==> src/rtl/accumulator_bank_if.sv <==
// accumulator_bank_if: bundles the update-beat handshake, the adder operand/sum
// link, the read port and the clear/status signals of accumulator_bank.
// The bank connects through the slave modport; the driving side (stream
// source, adder and reader) connects through the master modport.
interface accumulator_bank_if #(
    parameter int DATA_WIDTH = 32,
    parameter int ADDR_WIDTH = 4
) ();

    // Update beat stream
    logic                  in_valid;
    logic                  in_ready;
    logic [ADDR_WIDTH-1:0] in_addr;
    logic [DATA_WIDTH-1:0] in_data;
    logic                  in_load;

    // External adder link: operands out, sum (with carry) back in
    logic [DATA_WIDTH-1:0] add_a;
    logic [DATA_WIDTH-1:0] add_b;
    logic [DATA_WIDTH:0]   add_s;

    // Read port
    logic                  rd_en;
    logic [ADDR_WIDTH-1:0] rd_addr;
    logic                  rd_valid;
    logic [DATA_WIDTH-1:0] rd_data;

    // Clear control and status
    logic                  clear_all;
    logic                  busy;
    logic                  ovf;

    modport slave (
        input  in_valid,
        output in_ready,
        input  in_addr,
        input  in_data,
        input  in_load,
        output add_a,
        output add_b,
        input  add_s,
        input  rd_en,
        input  rd_addr,
        output rd_valid,
        output rd_data,
        input  clear_all,
        output busy,
        output ovf
    );

    modport master (
        output in_valid,
        input  in_ready,
        output in_addr,
        output in_data,
        output in_load,
        input  add_a,
        input  add_b,
        output add_s,
        output rd_en,
        output rd_addr,
        input  rd_valid,
        input  rd_data,
        output clear_all,
        input  busy,
        input  ovf
    );

endinterface

==> src/rtl/accumulator_bank.sv <==
// accumulator_bank: DEPTH-entry pipelined accumulator memory feeding an
// external combinational adder. S1 holds the accepted beat and drives the
// adder operands, S2 holds the sum and writes it back. An S2->S1 bypass keeps
// back-to-back beats to one entry correct without stalling. A read port
// forwards from S1/S2/memory, and a clear sequence drains the pipe and then
// zeroes one entry per cycle.
module accumulator_bank #(
    parameter int DATA_WIDTH = 32,
    parameter int DEPTH      = 16,
    parameter int ADDR_WIDTH = $clog2(DEPTH)
) (
    input  logic                clk,
    input  logic                rst_n,
    accumulator_bank_if.slave   bus
);

    typedef enum logic [1:0] {
        ST_IDLE  = 2'd0,
        ST_DRAIN = 2'd1,
        ST_CLEAR = 2'd2
    } state_t;

    // Control FSM
    state_t                r_state;
    state_t                w_state_next;
    logic                  w_in_ready;
    logic                  w_enter_clear;
    logic                  w_clr_we;
    logic [ADDR_WIDTH-1:0] r_cnt;

    // Entry storage
    logic [DATA_WIDTH-1:0] r_mem [DEPTH];
    logic [DEPTH-1:0]      w_upd_we;
    logic [DEPTH-1:0]      w_clr_hit;

    // Stage S1: accepted beat
    logic                  r_s1_valid;
    logic [ADDR_WIDTH-1:0] r_s1_addr;
    logic [DATA_WIDTH-1:0] r_s1_data;
    logic                  r_s1_load;

    // Stage S2: computed result awaiting write-back
    logic                  r_s2_valid;
    logic [ADDR_WIDTH-1:0] r_s2_addr;
    logic [DATA_WIDTH-1:0] r_s2_data;

    // Datapath helpers
    logic                  w_accept;
    logic                  w_s2_hit_s1;
    logic [DATA_WIDTH-1:0] w_s1_operand;
    logic [DATA_WIDTH-1:0] w_s1_result;
    logic [DATA_WIDTH-1:0] w_add_a;
    logic [DATA_WIDTH-1:0] w_add_b;

    // Read port and status
    logic                  w_rd_accept;
    logic [DATA_WIDTH-1:0] w_rd_value;
    logic                  r_rd_valid;
    logic [DATA_WIDTH-1:0] r_rd_data;
    logic                  r_ovf;

    // ------------------------------------------------------------------
    // Control FSM
    // ------------------------------------------------------------------

    // FSM state register
    always_ff @(posedge clk or negedge rst_n) begin
        if (!rst_n) begin
            r_state <= ST_IDLE;
        end else begin
            r_state <= w_state_next;
        end
    end

    // Next-state and control decode; a clear request blocks the beat of its own cycle
    always_comb begin
        w_state_next  = r_state;
        w_in_ready    = 1'b0;
        w_enter_clear = 1'b0;
        w_clr_we      = 1'b0;
        case (r_state)
            ST_IDLE: begin
                w_in_ready = !bus.clear_all;
                if (bus.clear_all) begin
                    w_state_next = ST_DRAIN;
                end
            end
            ST_DRAIN: begin
                if (!r_s1_valid && !r_s2_valid) begin
                    w_state_next  = ST_CLEAR;
                    w_enter_clear = 1'b1;
                end
            end
            ST_CLEAR: begin
                w_clr_we = 1'b1;
                if (r_cnt == ADDR_WIDTH'(DEPTH - 1)) begin
                    w_state_next = ST_IDLE;
                end
            end
            default: begin
                w_state_next = ST_IDLE;
            end
        endcase
    end

    // Clear index counter; wraps back to 0 after the last entry
    always_ff @(posedge clk or negedge rst_n) begin
        if (!rst_n) begin
            r_cnt <= '0;
        end else if (w_enter_clear) begin
            r_cnt <= '0;
        end else if (w_clr_we) begin
            r_cnt <= r_cnt + 1'b1;
        end
    end

    assign bus.in_ready = w_in_ready;
    assign bus.busy     = (r_state != ST_IDLE);
    assign w_accept     = bus.in_valid && w_in_ready;

    // ------------------------------------------------------------------
    // Pipeline
    // ------------------------------------------------------------------

    // S1 captures the beat at accept; invalid otherwise
    always_ff @(posedge clk or negedge rst_n) begin
        if (!rst_n) begin
            r_s1_valid <= 1'b0;
            r_s1_addr  <= '0;
            r_s1_data  <= '0;
            r_s1_load  <= 1'b0;
        end else begin
            r_s1_valid <= w_accept;
            if (w_accept) begin
                r_s1_addr <= bus.in_addr;
                r_s1_data <= bus.in_data;
                r_s1_load <= bus.in_load;
            end
        end
    end

    // Operand selection with S2 bypass; operands are forced to zero on an idle S1
    always_comb begin
        w_s2_hit_s1  = r_s2_valid && (r_s2_addr == r_s1_addr);
        w_s1_operand = w_s2_hit_s1 ? r_s2_data : r_mem[r_s1_addr];
        w_add_a      = '0;
        w_add_b      = '0;
        if (r_s1_valid) begin
            w_add_a = r_s1_load ? '0 : w_s1_operand;
            w_add_b = r_s1_data;
        end
        w_s1_result  = r_s1_load ? r_s1_data : bus.add_s[DATA_WIDTH-1:0];
    end

    assign bus.add_a = w_add_a;
    assign bus.add_b = w_add_b;

    // S2 holds the wrapped sum until it is written back
    always_ff @(posedge clk or negedge rst_n) begin
        if (!rst_n) begin
            r_s2_valid <= 1'b0;
            r_s2_addr  <= '0;
            r_s2_data  <= '0;
        end else begin
            r_s2_valid <= r_s1_valid;
            r_s2_addr  <= r_s1_addr;
            r_s2_data  <= bus.add_s[DATA_WIDTH-1:0];
        end
    end

    // ------------------------------------------------------------------
    // Entry storage
    // ------------------------------------------------------------------

    // Per-entry write enables: S2 write-back and clear sweep
    for (genvar gi = 0; gi < DEPTH; gi++) begin : g_entry_we
        assign w_upd_we[gi]  = r_s2_valid && (r_s2_addr == ADDR_WIDTH'(gi));
        assign w_clr_hit[gi] = w_clr_we && (r_cnt == ADDR_WIDTH'(gi));
    end

    // Entry registers; the clear sweep never overlaps a write-back since the pipe is drained first
    always_ff @(posedge clk or negedge rst_n) begin
        if (!rst_n) begin
            for (int i = 0; i < DEPTH; i++) begin
                r_mem[i] <= '0;
            end
        end else begin
            for (int i = 0; i < DEPTH; i++) begin
                if (w_clr_hit[i]) begin
                    r_mem[i] <= '0;
                end else if (w_upd_we[i]) begin
                    r_mem[i] <= r_s2_data;
                end
            end
        end
    end

    // ------------------------------------------------------------------
    // Overflow flag
    // ------------------------------------------------------------------

    // Sticky carry-out of accumulates; cleared when the clear sweep starts
    always_ff @(posedge clk or negedge rst_n) begin
        if (!rst_n) begin
            r_ovf <= 1'b0;
        end else if (w_enter_clear) begin
            r_ovf <= 1'b0;
        end else if (r_s1_valid && !r_s1_load && bus.add_s[DATA_WIDTH]) begin
            r_ovf <= 1'b1;
        end
    end

    assign bus.ovf = r_ovf;

    // ------------------------------------------------------------------
    // Read port
    // ------------------------------------------------------------------

    assign w_rd_accept = bus.rd_en && (r_state == ST_IDLE);

    // Read forwarding: the newest in-flight value for the entry wins (S1, then S2, then storage)
    always_comb begin
        w_rd_value = r_mem[bus.rd_addr];
        if (r_s2_valid && (r_s2_addr == bus.rd_addr)) begin
            w_rd_value = r_s2_data;
        end
        if (r_s1_valid && (r_s1_addr == bus.rd_addr)) begin
            w_rd_value = w_s1_result;
        end
    end

    // Registered read result; rd_data holds its last value between reads
    always_ff @(posedge clk or negedge rst_n) begin
        if (!rst_n) begin
            r_rd_valid <= 1'b0;
            r_rd_data  <= '0;
        end else begin
            r_rd_valid <= w_rd_accept;
            if (w_rd_accept) begin
                r_rd_data <= w_rd_value;
            end
        end
    end

    assign bus.rd_valid = r_rd_valid;
    assign bus.rd_data  = r_rd_data;

endmodule
==> src/flat_wrapper.sv <==
// flat-port wrapper written by rule: the top's interface ports become plain ports
module accumulator_bank_flat 
#(
    parameter int DATA_WIDTH = 32,
    parameter int DEPTH      = 16,
    parameter int ADDR_WIDTH = $clog2(DEPTH)
)
  (clk, rst_n, bus_in_valid, bus_in_ready, bus_in_addr, bus_in_data, bus_in_load, bus_add_a, bus_add_b, bus_add_s, bus_rd_en, bus_rd_addr, bus_rd_valid, bus_rd_data, bus_clear_all, bus_busy, bus_ovf);
  accumulator_bank_if #(.DATA_WIDTH(DATA_WIDTH), .ADDR_WIDTH(ADDR_WIDTH)) bus_i ();
  input  logic clk;
  input  logic rst_n;
  input wire logic [$bits(bus_i.in_valid)-1:0] bus_in_valid;
  output wire logic [$bits(bus_i.in_ready)-1:0] bus_in_ready;
  input wire logic [$bits(bus_i.in_addr)-1:0] bus_in_addr;
  input wire logic [$bits(bus_i.in_data)-1:0] bus_in_data;
  input wire logic [$bits(bus_i.in_load)-1:0] bus_in_load;
  output wire logic [$bits(bus_i.add_a)-1:0] bus_add_a;
  output wire logic [$bits(bus_i.add_b)-1:0] bus_add_b;
  input wire logic [$bits(bus_i.add_s)-1:0] bus_add_s;
  input wire logic [$bits(bus_i.rd_en)-1:0] bus_rd_en;
  input wire logic [$bits(bus_i.rd_addr)-1:0] bus_rd_addr;
  output wire logic [$bits(bus_i.rd_valid)-1:0] bus_rd_valid;
  output wire logic [$bits(bus_i.rd_data)-1:0] bus_rd_data;
  input wire logic [$bits(bus_i.clear_all)-1:0] bus_clear_all;
  output wire logic [$bits(bus_i.busy)-1:0] bus_busy;
  output wire logic [$bits(bus_i.ovf)-1:0] bus_ovf;
  assign bus_i.in_valid = bus_in_valid;
  assign bus_in_ready = bus_i.in_ready;
  assign bus_i.in_addr = bus_in_addr;
  assign bus_i.in_data = bus_in_data;
  assign bus_i.in_load = bus_in_load;
  assign bus_add_a = bus_i.add_a;
  assign bus_add_b = bus_i.add_b;
  assign bus_i.add_s = bus_add_s;
  assign bus_i.rd_en = bus_rd_en;
  assign bus_i.rd_addr = bus_rd_addr;
  assign bus_rd_valid = bus_i.rd_valid;
  assign bus_rd_data = bus_i.rd_data;
  assign bus_i.clear_all = bus_clear_all;
  assign bus_busy = bus_i.busy;
  assign bus_ovf = bus_i.ovf;
  accumulator_bank #(.DATA_WIDTH(DATA_WIDTH), .DEPTH(DEPTH), .ADDR_WIDTH(ADDR_WIDTH)) u_core (.clk(clk), .rst_n(rst_n), .bus(bus_i));
endmodule
==> config.mk <==
export PLATFORM = sky130hd
export DESIGN_NAME = accumulator_bank_flat
export DESIGN_NICKNAME = d
export VERILOG_FILES = /design/src/rtl/accumulator_bank_if.sv /design/src/rtl/accumulator_bank.sv /design/src/flat_wrapper.sv
export SDC_FILE = /design/constraint.sdc
export NUM_CORES = 2
export LEC_CHECK = 0
export BUFFER_PORTS_ARGS = -buffer_cell sky130_fd_sc_hd__buf_2
export CAP_MARGIN = 40
export CORE_MARGIN = 10
export CORE_UTILIZATION = 33
export DETAILED_ROUTE_END_ITERATION = 8
export PLACE_DENSITY_LB_ADDON = 0.12
export SYNTH_ARGS = -nofsm -noshare
export SYNTH_HDL_FRONTEND = slang
export SYNTH_SLANG_ARGS = --single-unit
==> constraint.sdc <==
create_clock -name clk -period 2.3 [get_ports clk]
set_input_delay 0 -clock clk [delete_from_list [all_inputs] [get_ports clk]]
set_output_delay 0 -clock clk [all_outputs]
set_load 0.01 [all_outputs]
; Yosys cells after proc, flatten, opt, wreduce, memory -nomap -nowiden
; Index checks and enable logic that the tools add are counted.
[word_totals]
register_bits = 627
in_bits = 79
elab_cells = 195
[classes]
add_sub_neg = 1
magnitude_cmp = 2
eq_ne = 38
mux = 57
n_bitwise = 2
reduce_logical = 67
[op_table]
columns = op, count
row1 = $mux 32, 43
row2 = $bmux 32 s4, 2
row3 = $eq 4x4->1 const B, 16
row4 = $logic_and 1x1->1, 40
row5 = $reduce_bool 2->1, 19
row6 = $eq 4x3->1 const B, 8
row7 = $eq 4x2->1 const B, 4
row8 = $eq 4x4->1, 3
row9 = $ge 5x5->1 const B, 2
row10 = $not 4->5, 2
row11 = $eq 4x1->1 const B, 2
row12 = $logic_not 4->1, 2
row13 = $mux 4, 2
row14 = $mux 1, 6
row15 = $mux 2, 3
row16 = $pmux 2 s3, 1
row17 = $add 4x1->4 const B, 1
row18 = $logic_not 1->1, 4
row19 = $ne 2x1->1 const B, 2
row20 = $reduce_and 3->1, 1
row21 = $eq 2x1->1 const B, 1
row22 = $eq 2x2->1 const B, 1
row23 = $logic_not 2->1, 1
row24 = $ne 2x2->1 const B, 1

; Longest topological paths before layout
[depth]
word_depth = 7
ltp_mapped = 9

; Worst setup path after synthesis
; Ideal clock, no wire load.
[synth_timing]
path_type = reg2out
startpoint = register u_core.r_s1_addr[0]
endpoint = output bus_add_a[2]
arrival_ns = 1.966
t_required_ns = 2.300
slack_ns = 0.334
path_stages_with_launch = 8
n_path_buf = 3
path_cell_list = dfrtp_1 > clkbuf_1 > buf_6 > buf_6 > mux4_2 > mux4_2 > inv_1 > o2bb2ai_1
[synth_between]
elab_chain_cells = 7
[synth_lines]
columns = element, line
row1 = from (decl), accumulator_bank.sv:38  ; logic [ADDR_WIDTH-1:0] r_s1_addr;
row2 = from (signal assigned), accumulator_bank.sv:135  ; r_s1_addr <= bus.in_addr;
row3 = $not 4->5 (implied by the code), accumulator_bank.sv:145  ; w_s1_operand = w_s2_hit_s1 ? r_s2_data : r_mem[r_s1_addr];
row4 = $bmux 32 s4, accumulator_bank.sv:145
row5 = $mux 32 (implied by the code) (2 in a row), accumulator_bank.sv:145
row6 = $mux 32 *, accumulator_bank.sv:145
row7 = $mux 32 *, accumulator_bank.sv:149  ; w_add_a = r_s1_load ? '0 : w_s1_operand;
row8 = $mux 32 *, accumulator_bank.sv:148  ; if (r_s1_valid) begin
row9 = to (decl), flat_wrapper.sv:17  ; output wire logic [$bits(bus_i.add_a)-1:0] bus_add_a;
; Mark *: on every way between the ends. The rest lies on a longest branch, timed or not. The select of a mux whose other input is x is not followed.

; Worst setup path after layout
[layout_timing]
startpoint = register u_core.r_s1_addr[0]
endpoint = output bus_add_a[30]
; The elaborated chain is that of the path after synthesis.

==> impl_results.md <==
* Pre-CTS setup slack at 46.38 ps
* Minimum period implied by the final worst setup slack at 2863 ps
* Violations in the final reports: negative setup slack
* Largest voltage drop on the vdd net at 0.0005805 V
* Count of endpoints failing setup in the final report at 32
* Async SR Flop Fraction at 1.000
* Level count of the clock H-tree at 3
* Signal arrival time at the worst endpoint at 2860 ps
* WL/cell at 33.39 µm
* Antenna violation net count after detailed routing at 0
* Hold violation total from the final report at 0
* Reg2Reg Depth at 11
* Share of power burned in combinational logic at 0.379
* Critical Path, Cell by Cell: buf_12 -> buf_12 -> buf_16 -> mux4_2 -> mux4_2 -> inv_2 -> o2bb2ai_2 -> buf_2
* Num Clock Sinks at 627
* Full die area at 0.1098 mm²
* Starting utilization of the core area at 0.3317
* Global-route wire length before repair at 194.7 mm
* Via count of the first global-routing pass at 26373
* Number of standard cells in the final layout excluding fillers at 4039
* Least-Margin Pin Slew at 936.8 ps
* Delay of the slowest cell on the worst path at 530 ps
* Crit path capture type: output pin
* Launch point of the worst path: u_core.r_s1_addr[0]
* Internal power of the cells at 33.33 mW
* DRC violations left at 0
* Hold Path Depth at 2
* Cell at the root of the clock tree: clkbuf_16
* RePlAce Congestion at 0.8431
* Share of layout cells above drive strength 1 at 0.3578
* IO Count at 179
* Post-Synthesis Cell Area at 0.03198 mm²
* Total number of cells along the worst setup path at 8
* Relative contribution of the clock network to total power at 0.253
* GR Overflow Total at 0
* Max Slew Vio Count at 0
* Total Negative Setup Slacks at -16150 ps
* Overall routed net length at 134.9 mm
* Post-synth net total at 2469
* Die width at 331.3 µm
* Result of the run: complete, but fails checks
* Area Growth Syn to Fin at 28.11%
* Total clock buffers created by CTS at 77
* TritonCTS clock tree: done
* Pleak at 17.83 nW
* Core area at 0.09642 mm²
* Port bufs at 178
* Cell Pwr Density at 1238 mW/mm²
* Dpl hpwl at 82.00 mm
* Worst-case headroom to the max-slew limit at 0.3741
* Most frequent cells in the layout: 622 x dfrtp_1, 480 x a22o_1, 230 x mux4_2
* Placed inst area at 0.03611 mm²
* Drt initial violations at 2643
* Most instantiated flip-flop cell in the synthesis netlist: dfrtp_1
* Library cells used by synthesis at 54
* Std cell rows at 114
* Placed cells at 3767
* End of the critical path: bus_add_a[30]
* Post-layout worst setup margin at -562.8 ps
* Net switching power at 17.40 mW
* Category of the worst setup path launch point: flip-flop
* Avg Vias per Cell at 6.238
* Setup slack of the most critical reg-to-reg path at 20 ps
* Net total in the final layout at 2786
* Unrepaired setup endpoints after global routing: true
* Endpoint of the worst-slack reg-to-reg timing path: u_core.bus.rd_data[30]
* Setup CP Type: reg2out
* Clock network latency to the later pin of the worst-skew pair at 650 ps
* Clock Skews at 23.92 ps
* Origin of the critical flop-to-flop path: u_core.r_s1_addr[0]
* Via count at 25196
* #FFs+latches synth at 627
* Worst min-delay path class: in2reg
* Post-route clock period utilization at 1.245
* Commonest non-fill, non-tap cell in the layout: dfrtp_1
* Count of yosys warnings during synthesis at 0
* Antenna violations before repair at 2
* Synthesized netlist cell count at 2386
* Max-cap violations at 0
* Register area share after synthesis at 0.4906
* First-pass DRT Iterations at 5
* Sw frac at 0.3429
* Post-synth EDFFs at 0
* Cell family with most CP delay: multiplexers
* Final instance area at 0.04097 mm²
* Floorplan die height at 331.3 µm
* Total buffers and inverters traversed by the critical path at 5
* Max Fclk at 349.3 MHz
* Power share of the sequential group at 0.368
* Clk pin slew, worst setup/hold paths at 60 ps
* Required time of the critical path at 2300 ps
* Buffer depth of the longest clock path at 3
* Largest fanout of any net on the critical path at 8
* Syn_area_per_cell at 13.40 µm²
* Largest net degree at the start of global routing at 114
* Overall fraction of global-route tracks in use at 0.2377
* Slowest CP cell: mux4_2
==> power by group through the flow <==
stage	Combinational, mW	Sequential [mW]	Clock [mW]
final	19.2	18.7	12.8
after global routing	20.4	19.0	13.5
after CTS	18.9	18.5	13.1
after detailed placement	17.4	18.6	0
after global placement	17.2	18.5	0
after floorplan	11.9	17.1	0
==> how the worst min path moves through the flow <==
stage	start	endpoint	slack, ps
CTS	bus_add_s[22]	u_core.r_s2_data[22]	0.2
global route	bus_add_s[28]	u_core.r_s2_data[28]	5
detailed placement	rst_n	u_core.r_mem[66]	-120
finish	bus_add_s[26]	u_core.r_s2_data[26]	20
global placement	rst_n	u_core.r_mem[66]	-110
floorplan	rst_n	u_core.bus.ovf	-300
==> sequential cells by signal, indices dropped and copies added (netlist names) <==
name and count:
u_core.bus.rd_data 32, u_core.r_state 2, u_core.r_s2_addr 4, u_core.r_s2_valid 1, u_core.r_s2_data 32, u_core.r_s1_data 32, u_core.bus.ovf 1, u_core.r_s1_load 1
u_core.r_mem 512, u_core.r_s1_valid 1, u_core.r_cnt 4, u_core.bus.rd_valid 1, u_core.r_s1_addr 4
==> per-layer routing <==
| layer | share of wire | vias up | GRT usage |
|---|---|---|---|
| li1 | - | 10096 | - |
| met1 | 0.42 | 13556 | 0.3148 |
| met2 | 0.47 | 1239 | 0.3777 |
| met3 | 0.071 | 303 | 0.04805 |
| met4 | 0.044 | 2 | 0.09651 |
| met5 | 0.00021 | - | 0 |
==> final cells by class <==
type                            instances  area, µm²
Antenna cell                            2      5.005
Clock buffer                          101       2190
Clock inverter                         36      454.2
Fill cell                            8786      55450
Inverter                               38      152.6
Multi-Input combinational cell       1425      15560
Sequential cell                       627      15700
Tap cell                             1276       1597
Timing Repair Buffer                  534       5306
==> through the flow <==
stage / hold WS, ps / utilization / total power, mW
3_3_place_gp: -111.3 / 0.3737 / 35.76
6_report: 20.66 / 0.4249 / 50.73
3_5_place_dp: -115.2 / 0.3745 / 36.02
4_1_cts: 0.2001 / 0.4194 / 50.46
2_1_floorplan: -295.6 / - / 29.06
5_1_grt: 5.104 / 0.4249 / 52.92
==> timing repair <==
action	CTS	global route
pin swaps	23	22
buffers inserted	13	19
hold endpoints to repair	730	0
resized for setup	72	55
cloned	9	1
setup endpoints to repair	32	108
hold buffers	93	0
==> cell families after synthesis <==
logic type	Yosys count	synth area share
buffers and inverters	334	0.04726
AO/OA/AOI/OAI	731	0.1925
flip-flops	627	0.4906
AND/OR/NAND/NOR	263	0.03920
XOR/XNOR	12	0.003286
multiplexers	415	0.2256
adder cells (fa/ha/maj)	4	0.001565
==> Yosys cell counts (6+ instances only) <==
master | instances | share of area
clkbuf_1 | 182 | 0.021
buf_1 | 37 | 0.0043
buf_4 | 11 | 0.0026
xnor2_1 | 6 | 0.0016
a211oi_1 | 7 | 0.0016
o2bb2ai_1 | 32 | 0.0088
buf_2 | 45 | 0.0070
dfrtp_1 | 627 | 0.49
nor2_1 | 77 | 0.0090
mux2_2 | 69 | 0.024
clkinv_1 | 22 | 0.0026
mux4_1 | 6 | 0.0049
nand3_1 | 11 | 0.0017
o22ai_1 | 27 | 0.0053
buf_6 | 19 | 0.0067
xor2_1 | 6 | 0.0016
a221oi_1 | 90 | 0.025
a22o_1 | 480 | 0.13
o21a_1 | 22 | 0.0052
inv_1 | 15 | 0.0018
a21oi_1 | 40 | 0.0063
mux4_2 | 230 | 0.16
nor2b_1 | 10 | 0.0020
nand2_1 | 85 | 0.010
mux2i_1 | 110 | 0.034
a221o_1 | 6 | 0.0019
and2_1 | 41 | 0.0080
nor3_1 | 13 | 0.0020
No activity file was read; power rests on OpenSTA's default activity.
